## src/rtl/pc_sequencer.sv

```systemverilog
// Multi-cycle PC/fetch controller: owns the PC, runs the imem handshake, hands each
// instruction to the datapath and picks the next PC once the datapath retires it.
module pc_sequencer #(
    parameter logic [31:0] RESET_PC      = 32'h0000_0000,
    parameter int          FETCH_TIMEOUT = 16
) (
    input  logic        clk,
    input  logic        rst,
    output logic        imem_req,
    output logic [31:0] imem_addr,
    input  logic        imem_ack,
    input  logic [31:0] imem_rdata,
    output logic [31:0] inst,
    output logic        inst_valid,
    input  logic        exec_done,
    input  logic        nextPCSrc,
    input  logic [31:0] alu_res,
    input  logic        halt,
    output logic [31:0] pc,
    output logic [31:0] pc_plus4,
    output logic [31:0] retired,
    output logic        trap,
    output logic        fetch_err
);

    typedef enum logic [1:0] {
        S_FETCH  = 2'd0,
        S_EXEC   = 2'd1,
        S_HALTED = 2'd2,
        S_FAULT  = 2'd3
    } state_t;

    localparam logic [31:0] TMO_LAST = 32'(FETCH_TIMEOUT - 1);

    // Taken targets drop bit 0 so JALR targets with an odd address stay legal.
    function automatic logic [31:0] next_target(input logic taken, input logic [31:0] alu,
                                                input logic [31:0] seq);
        return taken ? {alu[31:1], 1'b0} : seq;
    endfunction

    state_t      state_p0, state_nxt;
    logic [31:0] pc_p0, pc_nxt;
    logic [31:0] inst_p0, inst_nxt;
    logic [31:0] ret_p0, ret_nxt;
    logic [31:0] tmo_p0, tmo_nxt;
    logic        trap_p0, trap_nxt;
    logic        ferr_p0, ferr_nxt;
    logic [31:0] target;

    assign pc_plus4 = pc_p0 + 32'd4;
    assign target   = next_target(nextPCSrc, alu_res, pc_plus4);

    always_ff @(posedge clk) begin
        if (rst) begin
            state_p0 <= S_FETCH;
            pc_p0    <= RESET_PC;
            inst_p0  <= 32'd0;
            ret_p0   <= 32'd0;
            tmo_p0   <= 32'd0;
            trap_p0  <= 1'b0;
            ferr_p0  <= 1'b0;
        end else begin
            state_p0 <= state_nxt;
            pc_p0    <= pc_nxt;
            inst_p0  <= inst_nxt;
            ret_p0   <= ret_nxt;
            tmo_p0   <= tmo_nxt;
            trap_p0  <= trap_nxt;
            ferr_p0  <= ferr_nxt;
        end
    end

    always_comb begin
        state_nxt = state_p0;
        pc_nxt    = pc_p0;
        inst_nxt  = inst_p0;
        ret_nxt   = ret_p0;
        tmo_nxt   = tmo_p0;
        trap_nxt  = trap_p0;
        ferr_nxt  = ferr_p0;
        unique case (state_p0)
            S_FETCH: begin
                if (imem_ack) begin
                    inst_nxt  = imem_rdata;
                    tmo_nxt   = 32'd0;
                    state_nxt = S_EXEC;
                end else if ((FETCH_TIMEOUT != 0) && (tmo_p0 == TMO_LAST)) begin
                    ferr_nxt  = 1'b1;
                    tmo_nxt   = 32'd0;
                    state_nxt = S_FAULT;
                end else begin
                    tmo_nxt = tmo_p0 + 32'd1;
                end
            end
            S_EXEC: begin
                if (exec_done) begin
                    // Word-misaligned control-flow target: fault without retiring.
                    if (nextPCSrc && target[1]) begin
                        trap_nxt  = 1'b1;
                        state_nxt = S_FAULT;
                    end else begin
                        pc_nxt    = target;
                        ret_nxt   = ret_p0 + 32'd1;
                        state_nxt = halt ? S_HALTED : S_FETCH;
                    end
                end
            end
            S_HALTED: state_nxt = S_HALTED;
            S_FAULT:  state_nxt = S_FAULT;
            default:  state_nxt = S_FAULT;
        endcase
    end

    assign imem_req   = (state_p0 == S_FETCH);
    assign imem_addr  = pc_p0;
    assign inst_valid = (state_p0 == S_EXEC);
    assign inst       = inst_p0;
    assign pc         = pc_p0;
    assign retired    = ret_p0;
    assign trap       = trap_p0;
    assign fetch_err  = ferr_p0;

endmodule

```

## config.mk

```make
export PLATFORM = sky130hd
export DESIGN_NAME = pc_sequencer
export DESIGN_NICKNAME = d
export VERILOG_FILES = /design/src/rtl/pc_sequencer.sv
export SDC_FILE = /design/constraint.sdc
export NUM_CORES = 1
export LEC_CHECK = 0
export ABC_CLOCK_PERIOD_IN_PS = 3660
export CAP_MARGIN = 25
export CORE_MARGIN = 4
export CORE_UTILIZATION = 45
export CTS_BUF_LIST = sky130_fd_sc_hd__clkbuf_2
export DETAILED_ROUTE_END_ITERATION = 10
export GPL_TIMING_DRIVEN = 0
export PLACE_DENSITY = 0.85
export SLEW_MARGIN = 20
export SYNTH_ARGS = -nofsm -noshare
export SYNTH_HDL_FRONTEND = slang
export SYNTH_SLANG_ARGS = --single-unit
```

## constraint.sdc

```tcl
create_clock -name clk -period 3.66 [get_ports clk]
set_input_delay 0.549 -clock clk [delete_from_list [all_inputs] [get_ports clk]]
set_output_delay 0.549 -clock clk [all_outputs]
set_load 0.1 [all_outputs]
```

==> impl_metrics.yaml, run 1 <==
yosys:
  synth-edff-count: 0
  synth_largest_type_area_fraction: 0.3790
  synthDominantAreaCellType: "dfxtp_1"
  yosys.cell_count.top_type: "dfxtp_1"
  syn_area_sq_mm: 0.006920
  seq_area_frac_synth: 0.3790
  syn_area_per_cell_sq_um: 7.873
  asyncSetResetFlopFracSynth: 0
  synthesis.yosys.warnings: 0
  ys_ff_latch: 131
  synth_area_leaders: "dfxtp_1, nand2_1, a21oi_1"
  post_synth_num_cell_types: 63
  synth_common_cells: "dfxtp_1, nand2_1, a21oi_1"
  syn_inst: 879
  ys_dominant_reg_cell: "dfxtp_1"
worst_setup_path:
  crit_path_end_kind: "primary output"
  timing.critical_path.from_type: "flop"
  critPathArrivalTime_ns: 3.01
  criticalPathCategory: "reg2out"
  critPathSlowestCell: "or4_4"
  kind_of_cell_with_the_highest_combined_delay_on_the_critical_path: "simple AND/OR/NAND/NOR gates"
  rr_startpoint: "state_p0[1]$_SDFFE_PP0P_"
  timing.critical_path.to: "pc_plus4[24]"
  timing.critical_path.from: "imem_addr[10]$_SDFFE_PP0P_"
  crit_chain: "nand4_1 -> buf_4 -> or4_4 -> nor4_4 -> buf_4 -> xor2_4 -> buf_6"
  crit_cells: 7
  register_to_register_path_setup_slack_ns: 1.06
  critical-path-max-stage-delay_ns: 0.57
  timing.critical_path.fanout_max: 6
  crit_top_cell: "buf_4"
  worst-r2r-cell-count: 6
  worst_ep_required_time_ns: 3.11
  critical_path.reg2reg.endpoint: "imem_addr[29]$_SDFFE_PP0P_"
  critical_path_buf_inv_count: 3
timing:
  achievable-frequency_ghz: 0.2812
  rsz0062_at_grt: "true"
  finalMaxSlewViolations: 0
  final.setup_skew_ns: 0.02912
  worst_slew_margin_rel: 0.3110
  final_min_period_over_clock_period: 0.9716
  hold_fails_final_rpt: 0
  final_critical_path_setup_slack_ns: 0.1039
  worst_slew_pin_slew_ns: 1.030
  finalHoldWorstSlack_ns: 0.3565
  timing.final.setup_violations: 0
  fin_tns_setup_ns: 0
  post-route-min-period_ns: 3.556
finish:
  multi_input_area_sq_mm: 0.004115
  fill_cells: 1270
  drive_gt1_frac: 0.1315
  register_area_sq_mm: 0.002631
  final_net_count: 1209
  post_route_insts_no_fill: 1337
  area.growth.synth_to_final_pct: 45.33
clock_tree:
  tritoncts: "built"
  htree_num_levels: 4
  clock_sink_count: 131
  clk_latency_ns: 0.72
  path_clk_slew_ns: 0.21
  ctsLongestPathBuffers: 2
  clockRootBuffer: "clkbuf_2"
  tritoncts.num_buffers: 17
  count_of_hold_fix_buffers_inserted_at_cts: 0
floorplan:
  fp-row-count: 45
  die_h_um: 132.0
  die_area_sq_mm: 0.01743
  ios: 234
  start_util: 0.4569
  die_width_um: 132.0
  core_region_area_sq_mm: 0.01515
global_route:
  number_of_antenna_violations_at_the_first_check_in_global_routing: 2
  grt_max_degree: 17
  globalRouteOverflowTotal: 0
  groute.usage.overall: 0.2620
  first_pass_grt_wire_length_um: 37160
  grt_pass1_vias: 6950
placed_design:
  place_worst_setup_slack_ns: -0.3767
  port_buffers: 229
  gp_congestion: 0.9369
  place.detailed.instances: 1298
  hpwlAfterDp_um: 17700
drt:
  dr.pass1.iters: 5
  detailroute.via_count: 7572
  drc: 0
  vias_per_cell: 5.663
  detail-route-antenna-nets: 0
  drt_first_iter_violations: 758
  wl_per_cell_um: 17.95
  routed_wirelength_um: 23990
pwr:
  static-leakage-power_nw: 3.802
  max-vdd-ir-drop_uv: 218.3
  total_power_of_the_final_layout_mw: 3.436
  pwr_density_cell_mw_per_mm2: 341.7
hold_path:
  min-delay-path-class: "in2reg"
job:
  maxCapViolCount: 0
outcome:
  outcome: "finished, final reports clean"
[worst min path at each step]
stage                            startpoint                      end  cells after the start
floorplan           tmo_p0[31]$_SDFFE_PP0N_  tmo_p0[31]$_SDFFE_PP0N_                      1
global placement       inst[2]$_SDFFE_PP0P_     inst[2]$_SDFFE_PP0P_                      2
detailed placement    inst[21]$_SDFFE_PP0P_    inst[21]$_SDFFE_PP0P_                      2
CTS                          imem_rdata[29]    inst[29]$_SDFFE_PP0P_                      3
global route                 imem_rdata[14]    inst[14]$_SDFFE_PP0P_                      3
finish                       imem_rdata[26]    inst[26]$_SDFFE_PP0P_                      3
[sequential cells by signal, indices dropped and copies added (netlist names)]
signal / flops
inst: 32
retired: 32
tmo_p0: 32
imem_addr: 31
state_p0: 2
fetch_err: 1
trap: 1
[logic make-up after synthesis]
group	Yosys count	synth area share
buffers and inverters	108	0.08154
flip-flops	131	0.3790
other	1	0.0005419
AND/OR/NAND/NOR	371	0.2717
XOR/XNOR	57	0.07214
AO/OA/AOI/OAI	205	0.1853
adder cells (fa/ha/maj)	3	0.005425
multiplexers	3	0.004339
[placed cells by master, fill, tap and decap left out, drive strengths merged, types with 3 or more instances in the layout]
cell / n
clkdlybuf4s50: 203
buf: 74
clkbuf: 59
mux2i: 3
inv: 19
o21a: 6
nand2b: 12
or3: 6
and3: 22
and4: 11
o21ai: 29
xor2: 33
o22ai: 4
clkinvlp: 3
clkinv: 11
ha: 3
o31ai: 6
xnor2: 24
nor3: 18
nand3: 48
a31oi: 30
a21oi: 86
or4: 3
o311a: 4
and2: 10
dfxtp: 131
a41oi: 4
o2bb2ai: 10
nand2: 120
nand3b: 3
nand4: 31
nor2: 60
conb: 3
nor4: 19
a211oi: 3
[metal layers]
layer | vias up | share of wire | routed length, um | global-route usage
li1 | 3631 | - | - | -
met1 | 3550 | 0.42 | 10040 | 0.3431
met2 | 336 | 0.47 | 11350 | 0.4190
met3 | 53 | 0.080 | 1926 | 0.06374
met4 | 2 | 0.028 | 663 | 0.09977
met5 | - | 0.00054 | 13 | 0
[worst register-to-register path, cell delays in order (launching register included)]
cell	delay [ns]
dfxtp_1	0.38
nand3b_1	0.41
nor2_1	0.64
clkbuf_1	0.51
nor2_1	0.22
o21ai_0	0.20
o311ai_0	0.15
[layout make-up]
cell class / instances / area share
Inverter: 20 / 0.007465
Sequential cell: 131 / 0.2616
Clock buffer: 17 / 0.008460
Timing Repair Buffer: 237 / 0.2298
Antenna cell: 1 / 0.0002488
Buffer: 87 / 0.04827
Clock inverter: 14 / 0.01157
Multi-Input combinational cell: 642 / 0.4092
Tap cell: 188 / 0.02339
[what timing repair did]
| item | CTS | global route |
|---|---|---|
| hold endpoints to repair | 0 | 0 |
| resized for setup | 133 | 22 |
| setup endpoints to repair | 25 | 25 |
| pin swaps | 1 | 3 |
| setup buffers | 2 | 6 |
[through the flow]
step	utilization	area, sq um
floorplan	-	7221
global placement	0.6436	9748
detailed placement	0.6436	9748
CTS	0.6573	9956
global route	0.6640	10060
finish	0.6640	10060
[where the power goes]
group	internal, mW	leakage (nW)	switching [mW]
sequential	1.48	1.06	0.0517
clock	0.237	0.123	0.573
combinational	0.290	2.62	0.809
No activity file was read; power rests on OpenSTA's default activity.
==> inputs of run 2 (changes only) <==
--- a/config.mk
+++ b/config.mk
@@ -17,3 +17,4 @@
 export SYNTH_ARGS = -nofsm -noshare
 export SYNTH_HDL_FRONTEND = slang
 export SYNTH_SLANG_ARGS = --single-unit
+export TNS_END_PERCENT = 50
==> impl_metrics.yaml, run 2 (synthesized netlist as in run 1, its figures left out) <==
hold_path:
  timing.hold.worst_endpoint: "inst[30]$_SDFFE_PP0P_"
  hold_path_startpoint: "imem_rdata[30]"
  whs_path_depth: 3
  min-delay-path-class: "in2reg"
finish:
  finish.utilization: 0.6644
  multi_input_area_sq_mm: 0.004034
  fill_cells: 1248
  mostFrequentLayoutCells: "clkdlybuf4s50_1, dfxtp_1, nand2_1"
  final_cell_area_sq_mm: 0.01006
  area.growth.synth_to_final_pct: 45.40
  final_net_count: 1209
  leading_cell_type_in_the_layout_fill_and_taps_excluded: "clkdlybuf4s50_1"
  register_area_sq_mm: 0.002631
  drive_gt1_frac: 0.1271
job:
  maxCapViolCount: 0
timing:
  timing.final.setup_violations: 0
  hold_fails_final_rpt: 0
  rsz0062_at_grt: "true"
  final_min_period_over_clock_period: 0.9660
  achievable-frequency_ghz: 0.2829
  worst_slew_pin_slew_ns: 1.045
  post-route-min-period_ns: 3.535
  final.setup_skew_ns: 0.02292
  worst_slew_margin_rel: 0.3014
  fin_tns_setup_ns: 0
  finalMaxSlewViolations: 0
worst_setup_path:
  rr_startpoint: "state_p0[1]$_SDFFE_PP0P_"
  timing.critical_path.fanout_max: 8
  register_to_register_path_setup_slack_ns: 1.09
  critPathArrivalTime_ns: 2.99
  timing.critical_path.from_type: "flop"
  critical_path.reg2reg.endpoint: "imem_addr[28]$_SDFFE_PP0P_"
  worst_ep_required_time_ns: 3.11
  criticalPathCategory: "reg2out"
  worst-r2r-cell-count: 6
  crit_path_end_kind: "primary output"
global_route:
  grt_pass1_vias: 7191
  grt_max_degree: 17
  groute.usage.overall: 0.2648
  first_pass_grt_wire_length_um: 37610
  number_of_antenna_violations_at_the_first_check_in_global_routing: 1
  globalRouteOverflowTotal: 0
clock_tree:
  clockRootBuffer: "clkbuf_2"
  htree_num_levels: 4
  path_clk_slew_ns: 0.22
  ctsLongestPathBuffers: 2
  clk_latency_ns: 0.73
  tritoncts: "built"
  tritoncts.num_buffers: 17
  clock_sink_count: 131
floorplan:
  core_region_area_sq_mm: 0.01515
  fp-row-count: 45
  ios: 234
  start_util: 0.4569
  die_width_um: 132.0
  die_area_sq_mm: 0.01743
  die_h_um: 132.0
drt:
  drc: 0
  wl_per_cell_um: 17.83
  drt_first_iter_violations: 766
  dr.pass1.iters: 6
  detailroute.via_count: 7706
  routed_wirelength_um: 23860
  vias_per_cell: 5.759
  detail-route-antenna-nets: 0
pwr:
  static-leakage-power_nw: 3.769
  pwr_density_cell_mw_per_mm2: 366.5
  max-vdd-ir-drop_uv: 275.2
  total_power_of_the_final_layout_mw: 3.688
placed_design:
  gp_congestion: 0.9578
  port_buffers: 229
  total_cell_area_at_the_placement_stage_sq_mm: 0.009684
  hpwlAfterDp_um: 17640
outcome:
  outcome: "finished, final reports clean"
run 2: cell count changes in the layout (fill, tap and decap cells not counted), moves of 3 or more:
cell	delta
buf_4	+6
buf_6	-4
bufinv_16	+3
clkdlybuf4s15_2	+3
clkinv_2	-5
inv_6	+3
xnor2_1	+4
xnor2_2	-4
xor2_1	+3
run 2: power breakdown:
| group | internal, mW | total (mW) | switching (mW) |
|---|---|---|---|
| Clock | 0.469 | 1.07 | 0.596 |
| Sequential | 1.48 | 1.53 | 0.0501 |
| Combinational | 0.288 | 1.10 | 0.808 |
| Total | 2.23 | 3.69 | 1.45 |
run 2: layout make-up:
type                       instances  area share
multi-input combinational        642      0.4009
sequential                       131      0.2615
timing repair buffer             237      0.2292
buffer                            87     0.04825
tap                              188     0.02338
clock inverter                    13     0.01965
clock buffer                      19    0.009450
inverter                          20    0.007461
antenna                            1   0.0002487
run 2: layer usage:
metal | part of all wire | up-vias | global-route usage
met5 | 0 | - | 0
met2 | 0.46 | 376 | 0.4188
li1 | - | 3660 | -
met4 | 0.031 | 0 | 0.09335
met3 | 0.085 | 58 | 0.07443
met1 | 0.42 | 3612 | 0.3476
run 2: through the flow:
stage          hold slack (ns)  setup WS, ns  std cells
3_5_place_dp            0.4464       -0.3395       1298
6_report                0.3301        0.1246       1338
5_1_grt                 0.2573      -0.05040       1338
4_1_cts                 0.2731     0.0003901       1332
3_3_place_gp            0.4414       -0.3656       1298
2_1_floorplan           0.4389       -0.5729        881
run 2: what timing repair did:
item / 4_1_cts / 5_1_grt
pin swaps: 2 / 4
hold buffers: 0 / 0
endpoints found under the setup margin: 26 / 20
buffers inserted: 2 / 6
resized for setup: 137 / 11
run 2: worst max path at each step:
stage / from / slack, ns / endpoint / depth (start not counted)
after detailed placement: imem_addr[2]$_SDFFE_PP0P_ / -0.34 / pc_plus4[24] / 6
after CTS: imem_addr[3]$_SDFFE_PP0P_ / 0.0004 / pc_plus4[24] / 6
after floorplan: imem_addr[9]$_SDFFE_PP0P_ / -0.57 / pc_plus4[29] / 5
after global placement: imem_addr[2]$_SDFFE_PP0P_ / -0.37 / pc_plus4[24] / 6
after global routing: imem_addr[21]$_SDFFE_PP0P_ / -0.05 / pc_plus4[31] / 6
final: imem_addr[21]$_SDFFE_PP0P_ / 0.12 / pc_plus4[31] / 6
run 2: critical path, cell delays in order (launching register included):
cell and delay [ns]:
dfxtp_1 0.43, clkbuf_1 0.34, and4_1 0.34, nand4_1 0.17, nor4_2 0.40, xor2_1 0.25
buf_4 0.33
==> inputs of run 3 (changes only) <==
--- a/config.mk
+++ b/config.mk
@@ -13,7 +13,7 @@
 export DETAILED_ROUTE_END_ITERATION = 10
 export GPL_TIMING_DRIVEN = 0
 export PLACE_DENSITY = 0.85
-export SLEW_MARGIN = 20
+export SETUP_SLACK_MARGIN = 0.5
 export SYNTH_ARGS = -nofsm -noshare
 export SYNTH_HDL_FRONTEND = slang
 export SYNTH_SLANG_ARGS = --single-unit
==> impl_metrics.yaml, run 3 (synthesized netlist as in run 1, its figures left out) <==
pwr:
  p_seq_frac: 0.438
  static-leakage-power_nw: 4.057
  combPwrFrac: 0.330
  total_switching_power_mw: 1.427
  p_int_mw: 2.031
  total_power_of_the_final_layout_mw: 3.457
  max-vdd-ir-drop_uv: 222.2
  switching_portion_of_total_power: 0.4126
  pwr_density_cell_mw_per_mm2: 328.5
  clkPwrFrac: 0.232
timing:
  fin_tns_setup_ns: 0
  timing.final.setup_violations: 0
  rsz0062_at_grt: "true"
  hold_fails_final_rpt: 0
  worst_slew_pin_slew_ns: 1.071
  worst_slew_margin_rel: 0.2836
  post-route-min-period_ns: 3.245
  finalMaxSlewViolations: 0
  final.setup_skew_ns: 0.02935
  final_critical_path_setup_slack_ns: 0.4154
  final_min_period_over_clock_period: 0.8865
  achievable-frequency_ghz: 0.3082
global_route:
  globalRouteOverflowTotal: 0
  number_of_antenna_violations_at_the_first_check_in_global_routing: 1
  grt_max_degree: 17
  grt_pass1_vias: 7346
  groute.usage.overall: 0.2626
  first_pass_grt_wire_length_um: 37810
worst_setup_path:
  criticalPathCategory: "reg2out"
  crit_path_end_kind: "primary output"
  crit_chain: "buf_4 -> buf_6 -> nand4_1 -> nor4_4 -> buf_6 -> xnor2_1 -> clkdlybuf4s18_2"
  worst_ep_required_time_ns: 3.11
  timing.critical_path.from_type: "flop"
  critPathArrivalTime_ns: 2.70
  kind_of_cell_with_the_highest_combined_delay_on_the_critical_path: "buffers and inverters"
  critPathSlowestCell: "clkdlybuf4s18_2"
  crit_top_cell: "buf_6"
  critical-path-max-stage-delay_ns: 0.57
  timing.critical_path.fanout_max: 10
  critical_path_buf_inv_count: 4
drt:
  vias_per_cell: 5.759
  detailroute.via_count: 7896
  routed_wirelength_um: 24440
  wl_per_cell_um: 17.82
  dr.pass1.iters: 5
  detail-route-antenna-nets: 0
  drc: 0
  drt_first_iter_violations: 677
placed_design:
  place.detailed.instances: 1298
  gp_congestion: 0.9777
  hpwlAfterDp_um: 17100
  place_worst_setup_slack_ns: -0.3301
  port_buffers: 229
finish:
  mostFrequentLayoutCells: "clkdlybuf4s50_1, nand2_1, dfxtp_1"
  post_route_insts_no_fill: 1371
  fill_cells: 1180
  leading_cell_type_in_the_layout_fill_and_taps_excluded: "clkdlybuf4s50_1"
  finish.utilization: 0.6949
  final_net_count: 1242
  drive_gt1_frac: 0.1887
  area.growth.synth_to_final_pct: 52.09
floorplan:
  die_area_sq_mm: 0.01743
  ios: 234
  die_width_um: 132.0
  core_region_area_sq_mm: 0.01515
  die_h_um: 132.0
  fp-row-count: 45
  start_util: 0.4569
outcome:
  outcome: "finished, final reports clean"
clock_tree:
  clockRootBuffer: "clkbuf_2"
  ctsLongestPathBuffers: 2
  tritoncts.num_buffers: 17
  tritoncts: "built"
  htree_num_levels: 4
  clock_sink_count: 131
  clk_latency_ns: 0.72
  path_clk_slew_ns: 0.22
job:
  maxCapViolCount: 0
hold_path:
  min-delay-path-class: "in2reg"
## run 3: per-layer routing
layer / vias to the layer above / global-route usage / share of wire
met3: 80 / 0.07137 / 0.093
met5: - / 0 / 0
met4: 0 / 0.1284 / 0.039
li1: 3701 / - / -
met2: 441 / 0.4202 / 0.47
met1: 3674 / 0.3276 / 0.40
## run 3: worst paths after layout
check	startpoint	endpoint	slack [ns]	cells after the start
worst max-delay path	imem_addr[2]$_SDFFE_PP0P_	pc_plus4[13]	0.42	7
worst min register to register	inst[28]$_SDFFE_PP0P_	inst[28]$_SDFFE_PP0P_	0.47	2
worst min-delay path	imem_rdata[8]	inst[8]$_SDFFE_PP0P_	0.36	3
worst max register to register	state_p0[0]$_SDFFE_PP0P_	imem_addr[28]$_SDFFE_PP0P_	1.13	6
## run 3: layout make-up
type | count | area (sq um) | share of cell area
clock buffers | 21 | 105.1 | 0.009986
diodes | 1 | 2.502 | 0.0002378
multi-input cells | 642 | 4146 | 0.3940
repair buffers | 269 | 2639 | 0.2507
flip-flops and latches | 131 | 2689 | 0.2555
plain buffers | 88 | 540.5 | 0.05136
clock inverters | 11 | 88.84 | 0.008440
inverters | 20 | 78.83 | 0.007489
well taps | 188 | 235.2 | 0.02235
## run 3: metrics by stage
stage / hold slack [ns] / cell area [sq um]
2_1_floorplan: 0.4389 / 7261
3_3_place_gp: 0.4409 / 9788
3_5_place_dp: 0.4459 / 9788
4_1_cts: 0.2965 / 10350
5_1_grt: 0.3115 / 10530
6_report: 0.3619 / 10530
## run 3: timing repair
| action | in CTS | in global routing |
|---|---|---|
| setup endpoints to repair | 33 | 32 |
| resized for setup | 191 | 37 |
| hold buffers | 0 | 0 |
| buffers inserted | 24 | 16 |
| gates cloned | 0 | 0 |
| pin swaps | 9 | 10 |
## run 3: power by group through the flow
| stage | Sequential (mW) | Combinational (mW) | Clock (mW) |
|---|---|---|---|
| floorplan | 1.85 | 0.488 | 0 |
| global placement | 1.55 | 1.09 | 0 |
| detailed placement | 1.55 | 1.09 | 0 |
| CTS | 1.52 | 1.12 | 0.818 |
| global route | 1.52 | 1.18 | 0.872 |
| finish | 1.52 | 1.14 | 0.801 |
## run 3: worst min-delay path, cell delays in order
cell,delay [ns]
clkdlybuf4s50_1,0.39
nand2_1,0.05
a21oi_1,0.05
